[src/rtl/range_bcd_converter.sv]
// range_bcd_converter
// Sequential binary-to-BCD converter (double dabble, one input bit per clock)
// for the range display path. A conversion starts whenever `bin` differs from
// the last converted value; `bcd` only changes on the `done` cycle.
//
// Ports:
//   clk    - system clock
//   rst_n  - asynchronous active-low reset
//   bin    - binary range value (held between updates)
//   bcd    - packed BCD, digit 0 (units) in [3:0]
//   busy   - conversion in progress
//   done   - one-cycle pulse, bcd/ovf updated this cycle
//   ovf    - last converted value exceeded 10^DIGITS-1 (bcd shows all 9s)
//
// Configuration macro:
//   RANGE_BCD_BLANK_EN - when defined, leading zero digits (except digit 0)
//                        are written as 4'hF so the display shows them blank.
module range_bcd_converter #(
    parameter int unsigned BIN_WIDTH = 16,
    parameter int unsigned DIGITS    = 5
) (
    input  logic                  clk,
    input  logic                  rst_n,
    input  logic [BIN_WIDTH-1:0]  bin,
    output logic [4*DIGITS-1:0]   bcd,
    output logic                  busy,
    output logic                  done,
    output logic                  ovf
);

    localparam int unsigned BCD_W = 4 * DIGITS;
    localparam int unsigned CNT_W = $clog2(BIN_WIDTH + 1);

    typedef enum logic {
        IDLE = 1'b0,
        CONV = 1'b1
    } state_t;

    state_t               state;
    logic [BIN_WIDTH-1:0] last_bin;
    logic [BIN_WIDTH-1:0] shreg;
    logic [BCD_W-1:0]     scratch;
    logic                 ovf_acc;
    logic [CNT_W-1:0]     cnt;

    logic [BCD_W-1:0]     adj_c;
    logic [BCD_W-1:0]     next_scratch_c;
    logic                 next_ovf_c;
    logic [BCD_W-1:0]     fmt_c;

    // One double-dabble iteration: correct digits >= 5, then shift in next bit.
    always_comb begin
        adj_c = scratch;
        for (int unsigned d = 0; d < DIGITS; d++) begin
            if (scratch[4*d +: 4] >= 4'd5) begin
                adj_c[4*d +: 4] = scratch[4*d +: 4] + 4'd3;
            end
        end
        next_scratch_c = {adj_c[BCD_W-2:0], shreg[BIN_WIDTH-1]};
        // The bit leaving the top digit means the value no longer fits.
        next_ovf_c     = ovf_acc | adj_c[BCD_W-1];
    end

`ifdef RANGE_BCD_BLANK_EN
    logic lead_c;

    // Leading-zero blanking; digit 0 always stays visible.
    always_comb begin
        fmt_c  = next_scratch_c;
        lead_c = 1'b1;
        for (int unsigned i = DIGITS - 1; i >= 1; i--) begin
            if (lead_c && (next_scratch_c[4*i +: 4] == 4'h0)) begin
                fmt_c[4*i +: 4] = 4'hF;
            end else begin
                lead_c = 1'b0;
            end
        end
    end
`else
    // Leading zeros shown as 4'h0.
    always_comb begin
        fmt_c = next_scratch_c;
    end
`endif

    // Control FSM, datapath registers and registered outputs.
    always_ff @(posedge clk or negedge rst_n) begin
        if (!rst_n) begin
            state    <= IDLE;
            last_bin <= '0;
            shreg    <= '0;
            scratch  <= '0;
            ovf_acc  <= 1'b0;
            cnt      <= '0;
            bcd      <= '0;
            busy     <= 1'b0;
            done     <= 1'b0;
            ovf      <= 1'b0;
        end else begin
            done <= 1'b0;
            case (state)
                IDLE: begin
                    if (bin != last_bin) begin
                        last_bin <= bin;
                        shreg    <= bin;
                        scratch  <= '0;
                        ovf_acc  <= 1'b0;
                        cnt      <= CNT_W'(BIN_WIDTH);
                        busy     <= 1'b1;
                        state    <= CONV;
                    end
                end
                CONV: begin
                    scratch <= next_scratch_c;
                    shreg   <= {shreg[BIN_WIDTH-2:0], 1'b0};
                    ovf_acc <= next_ovf_c;
                    cnt     <= cnt - CNT_W'(1);
                    if (cnt == CNT_W'(1)) begin
                        bcd   <= next_ovf_c ? {DIGITS{4'h9}} : fmt_c;
                        ovf   <= next_ovf_c;
                        done  <= 1'b1;
                        busy  <= 1'b0;
                        state <= IDLE;
                    end
                end
                default: begin
                    state <= IDLE;
                    busy  <= 1'b0;
                end
            endcase
        end
    end

endmodule

[config.mk]
export PLATFORM = sky130hd
export DESIGN_NAME = range_bcd_converter
export DESIGN_NICKNAME = d
export VERILOG_FILES = /design/src/rtl/range_bcd_converter.sv
export SDC_FILE = /design/constraint.sdc
export NUM_CORES = 1
export LEC_CHECK = 0
export CORE_ASPECT_RATIO = 0.5
export CORE_UTILIZATION = 60
export CTS_CLUSTER_SIZE = 30
export DETAILED_ROUTE_END_ITERATION = 8
export PLACE_DENSITY_LB_ADDON = 0.3
export SLEW_MARGIN = 5
export SYNTH_ARGS = -nofsm -noshare
export SYNTH_HDL_FRONTEND = slang
export SYNTH_SLANG_ARGS = --single-unit
[constraint.sdc]
create_clock -name clk -period 5.9 [get_ports clk]
set_clock_uncertainty 0.1 [all_clocks]
set_input_delay 0.885 -clock clk [delete_from_list [all_inputs] [get_ports clk]]
set_output_delay 0.885 -clock clk [all_outputs]
set_load 0.02 [all_outputs]
==> results.txt <==
run status - complete, no violations
CTS Buffer Depth - 2
cell row count - 20
core box area - 6130 µm²
Yosys Warn Count - 0
Initial Util - 0.627
synthesized flop and latch total - 82
Final #Nets - 427
grt ovf - 0
Via density - 5.63
worst min-delay path class - flop to flop
via count - 2742
antenna violations before repair - 0
critical path capture point type - flop
full die area - 6750 µm²
Routed Wire Length - 7680 µm
TritonCTS buffer count - 9
number of post-CTS setup repair buffers - 0
GRT Util Overall - 0.265
final count of negative-setup-slack endpoints - 0
Worst EP arrival - 3.20 ns
Hold WS - 0.391 ns
Period minus WS final - 3.08 ns
Leak - 1.93 nW
Final Cycle Share - 0.523
Die Wd - 115 µm
largest net degree at the start of global routing - 83
R2R Setup Slk - 3.20 ns
Fin. Hold Viols - 0
critical path peak fanout - 43
area occupied by multi-input gates - 1660 µm²
Final TNS setup - 0 ns
sequential fraction of the synthesis area - 0.534
global-route wire length before repair - 13200 µm
Syn Nets - 392
DRT iter0 DRCs - 136
H-tree depth - 3
Antenna diodes - 0
hpwl dp - 5040 µm
Storage cell area - 2050 µm²
synthesized cell area - 3850 µm²
Worst setup SP type - input pin
final worst setup slack - 2.82 ns
MaxCap Viol Count - 0
Worst Path Required - 6.02 ns
TritonCTS clock tree - done
post-CTS sizing - 0
Root Driver - clkbuf_16
die height - 58.6 µm
synth unique cells - 28
critical path type - input pin to flop
Setup WS pre-CTS - 2.46 ns
number of I/O pins - 41
post-route ant nets - 0
final RePlAce weighted congestion - 0.791
RSZ-0062 raised after global routing - false
# DRC - 0
vias in the first global route - 2844
PD cells - 350 nW/µm²
Peak VDD IR - 261 µV
Post-CTS Hold Buffers - 0
fmax - 0.324 GHz
Synth Instances - 362
Clock Latency Late Sink - 0.34 ns
worst-margin pin slew - 1.00 ns
fin. max-slew vios - 0
routed len/inst - 15.8 µm
fill count - 439
Area Overhead vs Synth - 18.4%
Port Buf Inserts - 40
mean post-synth cell area - 10.6 µm²
clock sink count - 82
share of cells above drive strength 1 - 0.0627
First-pass DRT Iterations - 5
Relative slew margins - 0.332
Clk pin slew, worst setup/hold paths - 0.05 ns
## final timing paths
check | startpoint | endpoint | depth (start not counted)
max reg2reg | cnt[1]$_DFFE_PN0P_ | bcd[6]$_DFFE_PN0P_ | 7
min reg2reg | shreg[13]$_DFFE_PN0P_ | shreg[14]$_DFFE_PN0P_ | 2
min in group asynchronous | rst_n | bcd[14]$_DFFE_PN0P_ | 1
max in group asynchronous | rst_n | last_bin[6]$_DFFE_PN0P_ | 1
max | bin[15] | last_bin[13]$_DFFE_PN0P_ | 7
min | shreg[13]$_DFFE_PN0P_ | shreg[14]$_DFFE_PN0P_ | 2
## power breakdown
| group | switching, mW | leakage, nW | internal, mW |
|---|---|---|---|
| combinational | 0.179 | 0.795 | 0.190 |
| sequential | 0.0636 | 1.01 | 0.658 |
| clock | 0.202 | 0.128 | 0.301 |
| total | 0.444 | 1.93 | 1.15 |
## kinds of logic after synthesis
family          after synthesis  share of synthesized area
compound gates               79                      0.115
flops                        82                      0.534
xor+xnor                     24                     0.0547
fa+ha+maj                    12                     0.0390
buf+inv                      33                     0.0338
simple gates                 94                      0.120
mux                          38                      0.104
## through the flow
stage,power (mW),cells,instance area [µm²],utilization
3_3_place_gp,1.08,474,4300,0.701
4_1_cts,1.61,487,4560,0.743
2_1_floorplan,0.921,362,3850,-
5_1_grt,1.67,487,4560,0.743
6_report,1.59,487,4560,0.743
3_5_place_dp,1.10,474,4300,0.701
## layout by cell type (no fill, tap or decap), types with 9 or more instances in the layout
| cell type | n |
|---|---|
| o21ai_0 | 41 |
| clkdlybuf4s50_1 | 39 |
| inv_1 | 15 |
| clkbuf_16 | 9 |
| a21oi_1 | 25 |
| xnor2_1 | 23 |
| mux2_1 | 9 |
| nand3_1 | 16 |
| nand2_1 | 36 |
| a22o_1 | 10 |
| ha_1 | 12 |
| dfrtp_1 | 82 |
| nor2_1 | 17 |
| nor3b_1 | 10 |
| mux2i_1 | 21 |
## Yosys cell counts, drive strengths merged
cell type  count  area share
dfrtp         82        0.53
o21ai         41       0.053
nand2         36       0.035
a21oi         25       0.033
xnor2         23       0.052
mux2i         21       0.055
nor2          18       0.018
mux2          17       0.050
nand3         16       0.021
clkbuf        15       0.015
inv           15       0.015
ha            12       0.039
a22o          10       0.023
nor3b         10       0.020
nand2b         5      0.0081
nand4          4      0.0065
buf            3      0.0046
and2           2      0.0033
a211oi         1      0.0020
a21o           1      0.0020
a22oi          1      0.0020
nor3           1      0.0013
nor4           1      0.0055
or2            1      0.0016
xor2           1      0.0023
## critical path, stage by stage
cell and delay [ns]:
clkdlybuf4s50_1 0.51, xnor2_1 0.15, nand4_1 0.19, nor4_4 0.27, buf_4 0.50, nor2_2 0.31
mux2_1 0.38
## flip-flops by register name, summed over array words and instances, names as in the netlist
name,cells
shreg,16
ovf_acc,1
cnt,5
scratch,20
done,1
ovf,1
busy,1
bcd,20
state,1
last_bin,16
## final cells by class
class	count	share of cell area
clock buffer	13	0.0571
sequential	82	0.450
timing repair buffer	42	0.0906
tap	88	0.0242
inverter	15	0.0124
multi-input combinational	247	0.365
## metal layers
layer,share of wire,vias to the layer above,track usage
met5,0,-,0
met4,0.015,0,0.0891
met3,0.050,15,0.0834
met2,0.51,58,0.461
met1,0.43,1359,0.319
li1,-,1310,-
(Power assumes the default switching activity.)
